<file path="src/rtl/key_entry.sv">
// key_entry: debounced key-entry accumulator for the keypad decoder output.
// A code must be seen unchanged for STABLE_CYCLES samples before it counts.
// Each accepted press produces one event, and each event edits a 4-digit BCD
// entry buffer. Pressing enter commits the buffer to `value`.
module key_entry #(
  parameter int unsigned STABLE_CYCLES = 4
) (
  input  logic        clk_1,
  input  logic        rst,
  input  logic [3:0]  num,
  output logic        key_valid,
  output logic [3:0]  key_code,
  output logic [15:0] digits,
  output logic [2:0]  count,
  output logic [15:0] value,
  output logic        done,
  output logic        err
);

  localparam logic [3:0] NO_KEY    = 4'd15;
  localparam logic [3:0] KEY_BKSP  = 4'd10;
  localparam logic [3:0] KEY_ENTER = 4'd13;
  localparam logic [3:0] KEY_CLEAR = 4'd14;
  localparam logic [3:0] MAX_DIGIT = 4'd9;
  localparam logic [2:0] STABLE_MAX = 3'(STABLE_CYCLES);
  localparam logic [2:0] FULL_COUNT = 3'd4;

  typedef enum logic {
    ARMED,
    WAIT_REL
  } state_t;

  state_t      state, state_nxt;
  logic [3:0]  last;
  logic [2:0]  stab_cnt;
  logic        stable;
  logic        fire;

  logic [15:0] digits_nxt;
  logic [2:0]  count_nxt;
  logic [15:0] value_nxt;
  logic        done_nxt;
  logic        err_nxt;

  // Stability tracker: restart the run length whenever the sampled code changes.
  always_ff @(posedge clk_1) begin
    // NOTE: non-blocking assignments for every register so all flops update
    // together from pre-edge values, independent of statement order.
    if (rst) begin
      last     <= NO_KEY;
      stab_cnt <= 3'd0;
    end else if (num != last) begin
      last     <= num;
      stab_cnt <= 3'd1;
    end else if (stab_cnt != STABLE_MAX) begin
      stab_cnt <= stab_cnt + 3'd1;
    end
  end

  assign stable = (stab_cnt == STABLE_MAX);

  // FSM state register; resets into WAIT_REL so a key held through reset is ignored.
  always_ff @(posedge clk_1) begin
    if (rst) state <= WAIT_REL;
    else     state <= state_nxt;
  end

  // Next state: a stable key arms the release wait, and a stable release re-arms.
  always_comb begin
    // NOTE: default every combinational output first so no path infers a latch.
    state_nxt = state;
    unique case (state)
      ARMED:    if (stable && last != NO_KEY) state_nxt = WAIT_REL;
      WAIT_REL: if (stable && last == NO_KEY) state_nxt = ARMED;
      default:  state_nxt = WAIT_REL;
    endcase
  end

  // Output decode: detect the firing edge and work out the buffer edit it causes.
  always_comb begin
    fire       = (state == ARMED) && stable && (last != NO_KEY);
    digits_nxt = digits;
    count_nxt  = count;
    value_nxt  = value;
    done_nxt   = 1'b0;
    err_nxt    = 1'b0;
    if (fire) begin
      if (last <= MAX_DIGIT) begin
        if (count < FULL_COUNT) begin
          digits_nxt = {digits[11:0], last};
          count_nxt  = count + 3'd1;
        end else begin
          err_nxt = 1'b1;
        end
      end else begin
        case (last)
          KEY_BKSP: begin
            // Backspace on an empty buffer is a silent no-op.
            if (count != 3'd0) begin
              digits_nxt = {4'h0, digits[15:4]};
              count_nxt  = count - 3'd1;
            end
          end
          KEY_CLEAR: begin
            digits_nxt = 16'h0000;
            count_nxt  = 3'd0;
          end
          KEY_ENTER: begin
            if (count != 3'd0) begin
              value_nxt  = digits;
              done_nxt   = 1'b1;
              digits_nxt = 16'h0000;
              count_nxt  = 3'd0;
            end else begin
              err_nxt = 1'b1;
            end
          end
          default: ;  // B and C are reported but leave the buffer untouched
        endcase
      end
    end
  end

  // Registered outputs: pulses last one cycle, and the buffer moves only on events.
  always_ff @(posedge clk_1) begin
    if (rst) begin
      key_valid <= 1'b0;
      key_code  <= NO_KEY;
      digits    <= 16'h0000;
      count     <= 3'd0;
      value     <= 16'h0000;
      done      <= 1'b0;
      err       <= 1'b0;
    end else begin
      key_valid <= fire;
      if (fire) key_code <= last;
      digits    <= digits_nxt;
      count     <= count_nxt;
      value     <= value_nxt;
      done      <= done_nxt;
      err       <= err_nxt;
    end
  end

endmodule

</file>
<file path="config.mk">
export PLATFORM = sky130hd
export DESIGN_NAME = key_entry
export DESIGN_NICKNAME = d
export VERILOG_FILES = /design/src/rtl/key_entry.sv
export SDC_FILE = /design/constraint.sdc
export NUM_CORES = 1
export LEC_CHECK = 0
export CORE_UTILIZATION = 25
export CTS_BUF_LIST = sky130_fd_sc_hd__clkbuf_16
export DETAILED_ROUTE_END_ITERATION = 6
export GPL_ROUTABILITY_DRIVEN = 0
export GPL_TIMING_DRIVEN = 0
export PLACE_DENSITY = 0.49
export SYNTH_ARGS = -nofsm -noshare
export SYNTH_HDL_FRONTEND = slang
export SYNTH_SLANG_ARGS = --single-unit
</file>
<file path="constraint.sdc">
create_clock -name clk_1 -period 1.77 [get_ports clk_1]
set_input_delay 0.354 -clock clk_1 [delete_from_list [all_inputs] [get_ports clk_1]]
set_output_delay 0.354 -clock clk_1 [all_outputs]
set_load 0.01 [all_outputs]
</file>
Yosys cells after proc, flatten, opt, wreduce, memory -nomap -nowiden
Cells that the tools add are included.

Register bits: 50. Input port bits: 6.

Add/sub/neg operators: 3. Order comparisons: 2. Equal/unequal tests: 11. Muxes and demuxes: 20. Bitwise operators: 4. Reduce and logical (&&, ||, !) cells: 12.

Operators with widths (number): two-way mux 16 bit (4); case mux 16 bit (3 select lines) (1); equality test 4 bit, second input constant (4); two-way mux 3 bit (4); two-way mux 1 bit (9); != test 3 bit, second input constant (3); case mux 3 bit (3 select lines) (1); adder 3 x 1 -> 3 bit, second input constant (2); AND reduction 5 bit (1); <= comparator 4 bit, second input constant (1); logical AND 1 bit (4); != test 4 bit (1); != test 4 bit, second input constant (1); inverter 1 bit (4); AND reduction 4 bit (1); nonzero test 4 bit (1); OR reduction 2 bit (2); OR reduction 4 bit (1); equality test 3 bit, second input constant (1); less-than comparator 3 bit, second input constant (1); nonzero test 3 bit (1); subtractor 3 x 1 -> 3 bit, second input constant (1); != test 2 x 1 -> 1 bit, second input constant (1); case mux 1 bit (2 select lines) (1); nonzero test 2 bit (1).

Logic depth before layout (Yosys ltp)
Gate-level depths: netlist (run 1).

Word-level depth: 5. Mapped depth: 9. Depth with buffers taken out: 7.

Least setup slack after synthesis (run 1)
No wires, ideal clock.

Kind: register to register. From: register count[0]. To: register value[6]. Arrival: 1873 ps. Required time: 1642 ps. Slack: -231 ps. Stages on the path, launching flop included: 9. Path buffers: 1. Cells stage by stage: dfxtp_1 inv_1 ha_1 nor2b_1 or3b_1 nor2_4 buf_6 mux2i_1 nor2_1.

Longest elaborated chain between the ends: 2.

Ends and longest elaborated chain: start, declared (line 14) `output logic [2:0] count,`; start signal, assigned (line 138) `count <= count_nxt;`; nonzero test 3 bit (line 109) `if (count != 3'd0) begin`; AND reduction 4 bit (no line); end signal, assigned (line 139) `value <= value_nxt;`; end, declared (line 15) `output logic [15:0] value,`.

Every way passes these cells. A chain may end at the register's enable or synchronous reset.

Worst setup path in the final report (run 1)
From: register count[1]. To: register value[4].

Same word-level chain as after synthesis.

==> impl_metrics.toml, run 1 <==
[run_status]
status = "finished with violations"
violations = "setup timing"

[timing]
slew_viol_final = 0
max_clock_freq_ghz = 0.5446
period_needed_ps = 1836
worst_pin_slew_ps = 758.5
period_share = 1.037
setup_violations = 34
setup_ws_ps = -66.06
timing.slew.headroom = 0.4944
skew_ps = 7.646
rsz0062_at_grt = "yes"
finalHoldViolCount = 0

[critical_path]
crit_chain = "inv_4 > ha_4 > nor2b_4 > or3b_4 > nor2_4 > clkbuf_16 > mux2i_1 > nor2_1"
worstPathMaxFanout = 8
cpPeakStageDelay_ps = 390
crit_type = "flip-flop to flip-flop"
r2r_slack_ps = -70
reg2reg_from = "count[1]$_SDFFE_PP0P_"
r2r_cells = 8
worstSetupStartpointType = "flip-flop"
cp.arrival_ps = 1990
cp.required_ps = 1920
slowest_stage = "or3b_4"
r2r_end = "value[4]$_SDFFE_PP0P_"
crit_path_end_kind = "flip-flop"

[yosys]
syn_area_um2 = 2253
yosysUniqueCellTypes = 41
synth_fp_nets = 246
synth.yosys.warnings = 0
synth.most_common_cell = "dfxtp_1"
yosys-top-cells-area = "dfxtp_1, mux2i_1, a211oi_2"
synth_top_cells_by_count = "dfxtp_1, nor2_1, mux2i_1"
synth_seq_cells = 50
yosys.area.top_type = "dfxtp_1"
synthArstFlopShare = 0
ys_seq_area_frac = 0.4442
synth_ff_type = "dfxtp_1"
synthDominantCellAreaShare = 0.4442
avgSynthCellArea_um2 = 9.589
synth_edf_count = 0
synthCells = 235

[route]
viasPerCell = 4.680
wl_um = 6224
wl_per_cell_um = 14.96
vias = 1947
drtAntennaViolNets = 0
first_pass_iters = 4
drtIter0Drc = 50
drc = 0

[place]
dpl.hpwl_um = 4064
dp.cells = 390
io_buffers = 47

[finish]
regArea_um2 = 1020
final_cells = 416
area_growth_pct = 50.31
multiInputGateArea_um2 = 1235
nFillCells = 858
drive_gt1_frac = 0.2825
diodes = 0
nNetsFinal = 319

[floorplanning]
die_h_um = 96.94
rows = 34
pin_count = 48
die_w_um = 96.94
core_area_um2 = 8721
die_area_um2 = 9397
start_util = 0.2584

[worst_hold_path]
hp-start = "key_code[2]$_SDFFE_PP1P_"
hold_end = "key_code[2]$_SDFFE_PP1P_"
min_path_type = "flip-flop to flip-flop"
hold_depth = 2

[global_route]
antenna_found_initial = 0
grt_pass1_wl_um = 9522
grt_max_degree = 17
grt_overflow = 0
grt_pass1_vias = 1827
track_usage = 0.1280

[power_and_ir_drop]
leakage_nw = 1.164
ir_worst_vdd_mv = 0.3876
fin_total_pwr_w = 0.002221
power_density_nw_per_um2 = 655.7

[cts]
path_clk_slew_ps = 70
cts_tree = "done"
clock-sinks = 50
insertion_delay_ps = 290
hold_buffers = 0
cts_root_buf = "clkbuf_16"
cts_made_buffers = 5
htree_num_levels = 2
ctsLongestPathBuffers = 2

[flow_run]
maxCapViolations = 0
how the worst max path moves through the flow:
stage	slack, ps	depth (start not counted)	end	start
2_1_floorplan	-60	8	value[7]$_SDFFE_PP0P_	count[0]$_SDFFE_PP0P_
3_3_place_gp	-320	9	count[1]$_SDFFE_PP0P_	stab_cnt[0]$_SDFFE_PP0P_
3_5_place_dp	-360	9	count[1]$_SDFFE_PP0P_	stab_cnt[0]$_SDFFE_PP0P_
4_1_cts	-130	11	digits[14]$_SDFFE_PP0P_	stab_cnt[0]$_SDFFE_PP0P_
5_1_grt	-130	9	digits[3]$_SDFFE_PP0P_	count[0]$_SDFFE_PP0P_
6_report	-70	8	value[4]$_SDFFE_PP0P_	count[1]$_SDFFE_PP0P_
repair_timing:
item                                    in CTS  in global routing
cloned                                       1                  1
endpoints found under the setup margin      35                 39
hold endpoints to repair                     0                  0
pin swaps                                    3                 11
resized for setup                           15                 29
setup buffers                               15                  5
critical path: cells and delay by family (launching register included):
family	cells	cell delay, ps
buffers and inverters	2	240
adder cells (fa/ha/maj)	1	160
AND/OR/NAND/NOR	4	740
multiplexers	1	180
flip-flops	1	380
final cells by class:
| cell class | instances | area share |
|---|---|---|
| Multi-Input combinational cell | 162 | 0.3646 |
| Sequential cell | 50 | 0.3011 |
| Timing Repair Buffer | 68 | 0.2109 |
| Tap cell | 108 | 0.03990 |
| Clock buffer | 5 | 0.03694 |
| Buffer | 14 | 0.03436 |
| Inverter | 7 | 0.009235 |
| Clock inverter | 2 | 0.002955 |
report_power, final:
| part | internal, W | total (W) | switching, W |
|---|---|---|---|
| registers | 0.00113 | 0.00113 | 0.00000612 |
| logic | 0.0000680 | 0.000160 | 0.0000921 |
| clock network | 0.000513 | 0.000926 | 0.000413 |
| total | 0.00171 | 0.00222 | 0.000512 |
kinds of logic (layout without fill, tap and decap cells):
kind of cell,after synthesis,after routing,synth area share
AO/OA/AOI/OAI,48,48,0.1716
XOR/XNOR,6,6,0.02332
adder cells (fa/ha/maj),5,5,0.02776
buffers and inverters,23,96,0.05220
flip-flops,50,50,0.4442
multiplexers,19,19,0.08440
AND/OR/NAND/NOR,84,84,0.1966
state kept, by name, indices dropped and copies added, names as in the netlist, named ones only:
signal     cells
stab_cnt       3
count          3
key_code       4
done           1
value         16
last           4
digits        16
err            1
key_valid      1
per-layer routing:
layer	vias to the layer above	wire length [um]	GRT usage
li1	967	-	-
met1	938	3146	0.1734
met2	38	2832	0.2031
met3	4	185	0.03035
met4	0	59	0.03444
met5	-	0	0
metrics by stage:
| stage | hold WS [ps] | setup WS, ps | TNS, ps | area, um2 | utilization |
|---|---|---|---|---|---|
| final | 471.1 | -66.06 | -1312 | 3387 | 0.3884 |
| after global routing | 488.7 | -130.0 | -3556 | 3387 | 0.3884 |
| after CTS | 473.5 | -133.9 | -3463 | 3249 | 0.3726 |
| after detailed placement | 458.5 | -355.3 | -10400 | 2915 | 0.3343 |
| after global placement | 456.0 | -321.1 | -9929 | 2915 | 0.3343 |
| after floorplan | 433.9 | -61.69 | -624.3 | 2310 | - |
placed cells by master, fill, tap and decap left out, types with 3 or more instances in the layout:
| cell type | n |
|---|---|
| clkdlybuf4s50_1 | 47 |
| dfxtp_1 | 41 |
| nor2_1 | 29 |
| mux2i_1 | 19 |
| buf_4 | 13 |
| a211oi_2 | 12 |
| a22oi_1 | 10 |
| nand2_1 | 9 |
| nand2b_1 | 7 |
| buf_12 | 6 |
| a21oi_1 | 6 |
| clkbuf_16 | 6 |
| dfxtp_2 | 6 |
| nand3b_1 | 5 |
| xnor2_1 | 5 |
| buf_6 | 4 |
| inv_1 | 4 |
| nor2_2 | 4 |
| clkbuf_1 | 4 |
| or2_2 | 4 |
| o21ai_0 | 4 |
| nor3_1 | 4 |
| nand3_1 | 4 |
| inv_4 | 3 |
| nor2b_1 | 3 |
| buf_2 | 3 |
| o211ai_1 | 3 |
| clkbuf_2 | 3 |
| o22ai_1 | 3 |
| a21oi_2 | 3 |
| nand2b_4 | 3 |
| ha_1 | 3 |
| dfxtp_4 | 3 |
Note: power is estimated with default switching activity, not from simulation.
==> run 2: changes to the inputs <==
--- a/config.mk
+++ b/config.mk
@@ -14,3 +14,4 @@
 export SYNTH_ARGS = -nofsm -noshare
 export SYNTH_HDL_FRONTEND = slang
 export SYNTH_SLANG_ARGS = --single-unit
+export TNS_END_PERCENT = 5
==> run 2 against run 1 <==
Against the previous run: the run still ends with setup timing left; maximum frequency decreased by 1.2%; sequential share of layout area grew 1.6 points; core utilization shrank 2.3 points; register-to-register slack got worse by 20 ps; die area unchanged; setup slack got worse by 21 ps; sequential power about the same; power up 0.48%; first-iteration DRC count grew 62%; via count down 3.2%; clock skew shrank 1.1 ps.
==> impl_metrics.toml, run 2 (synthesis results as in run 1) <==
[cts]
htree_num_levels = 2
insertion_delay_ps = 290
cts_root_buf = "clkbuf_16"
path_clk_slew_ps = 60
ctsLongestPathBuffers = 2
cts_tree = "done"
cts_made_buffers = 5
clock-sinks = 50

[timing]
period_needed_ps = 1858
worst_pin_slew_ps = 706.8
finalHoldViolCount = 0
slew_viol_final = 0
rsz0062_at_grt = "yes"
period_share = 1.049
setup_violations = 35
holdWs_ps = 466.8
skew_ps = 6.537
max_clock_freq_ghz = 0.5384
setup_ws_ps = -87.51
tns_ps = -1686
timing.slew.headroom = 0.5288

[critical_path]
crit_type = "flip-flop to flip-flop"
crit_path_end_kind = "flip-flop"
worstPathMaxFanout = 6
cp.required_ps = 1930
reg2reg_from = "stab_cnt[0]$_SDFFE_PP0P_"
cp.arrival_ps = 2020
worstSetupStartpointType = "flip-flop"
worstSetupStartpoint = "stab_cnt[0]$_SDFFE_PP0P_"

[place]
dpl_worst_slack_ps = -376.5
io_buffers = 47
dpl.hpwl_um = 3980
detailed_place.area_um2 = 2898

[flow_run]
maxCapViolations = 0

[global_route]
track_usage = 0.1288
grt_pass1_wl_um = 9577
grt_max_degree = 16
antenna_found_initial = 0
grt_pass1_vias = 1756
grt_overflow = 0

[floorplanning]
die_w_um = 96.94
die_h_um = 96.94
start_util = 0.2584
rows = 34
core_area_um2 = 8721
pin_count = 48
die_area_um2 = 9397

[worst_hold_path]
hp-start = "key_code[2]$_SDFFE_PP1P_"
min_path_type = "flip-flop to flip-flop"

[finish]
multiInputGateArea_um2 = 1184
regArea_um2 = 1011
area_growth_pct = 41.31
layout_common_cells = "clkdlybuf4s50_1, dfxtp_1, nor2_1"
nNetsFinal = 309
layout_commonest_cell = "clkdlybuf4s50_1"
stdcell_area_um2 = 3184
reg.largest.list = "digits x16, value x16"
drive_gt1_frac = 0.2107
diodes = 0
nFillCells = 907

[route]
viasPerCell = 4.629
drc = 0
drtIter0Drc = 81
first_pass_iters = 4
vias = 1884
wl_um = 5913
wl_per_cell_um = 14.53
drtAntennaViolNets = 0

[power_and_ir_drop]
fin_total_pwr_w = 0.002231
leakage_nw = 1.084
power_density_nw_per_um2 = 700.7
ir_worst_vdd_mv = 0.3543

[run_status]
violations = "setup timing"
status = "finished with violations"
-- run 2: worst max-delay path: stages (launching register included) --
cell and delay (ps):
dfxtp_2 330, inv_2 80, ha_4 150, nand2_4 80, or3_4 340, buf_6 140
nor3_4 140, buf_12 150, buf_4 110, mux2i_1 170, nor2_1 50
-- run 2: through the flow --
step           utilization  instances
5_1_grt             0.3651        407
6_report            0.3651        407
3_5_place_dp        0.3323        390
3_3_place_gp        0.3323        390
4_1_cts             0.3624        407
2_1_floorplan            -        235
-- run 2: power breakdown --
group	internal, W	switching, W
sequential	0.00113	0.00000723
combinational	0.0000580	0.0000900
clock	0.000520	0.000428
-- run 2: layout make-up --
type,count,area share
Multi-Input combinational cell,162,0.3717
Sequential cell,50,0.3175
Timing Repair Buffer,56,0.1729
Tap cell,108,0.04244
Buffer,16,0.04086
Clock buffer,5,0.03929
Inverter,7,0.009823
Clock inverter,3,0.005501
-- run 2: repair_timing --
item,CTS,global route
resized for setup,13,8
pin swaps,11,6
setup buffers,9,0
cloned,0,0
hold buffers,0,0
setup endpoints to repair,35,36
-- run 2: path summary, 6_finish.rpt --
path | end | slack [ps] | cells past startpoint
hold reg to reg | key_code[2]$_SDFFE_PP1P_ | 470 | 2
setup reg to reg | count[0]$_SDFFE_PP0P_ | -90 | 10
hold / removal | key_code[2]$_SDFFE_PP1P_ | 470 | 2
setup / recovery | count[0]$_SDFFE_PP0P_ | -90 | 10
-- run 2: routing by layer --
| layer | vias to the layer above | GRT usage | part of all wire |
|---|---|---|---|
| met5 | - | 0 | 0 |
| met4 | 0 | 0.04478 | 0.015 |
| met3 | 6 | 0.02890 | 0.033 |
| met2 | 38 | 0.1961 | 0.45 |
| met1 | 892 | 0.1782 | 0.50 |
| li1 | 948 | - | - |
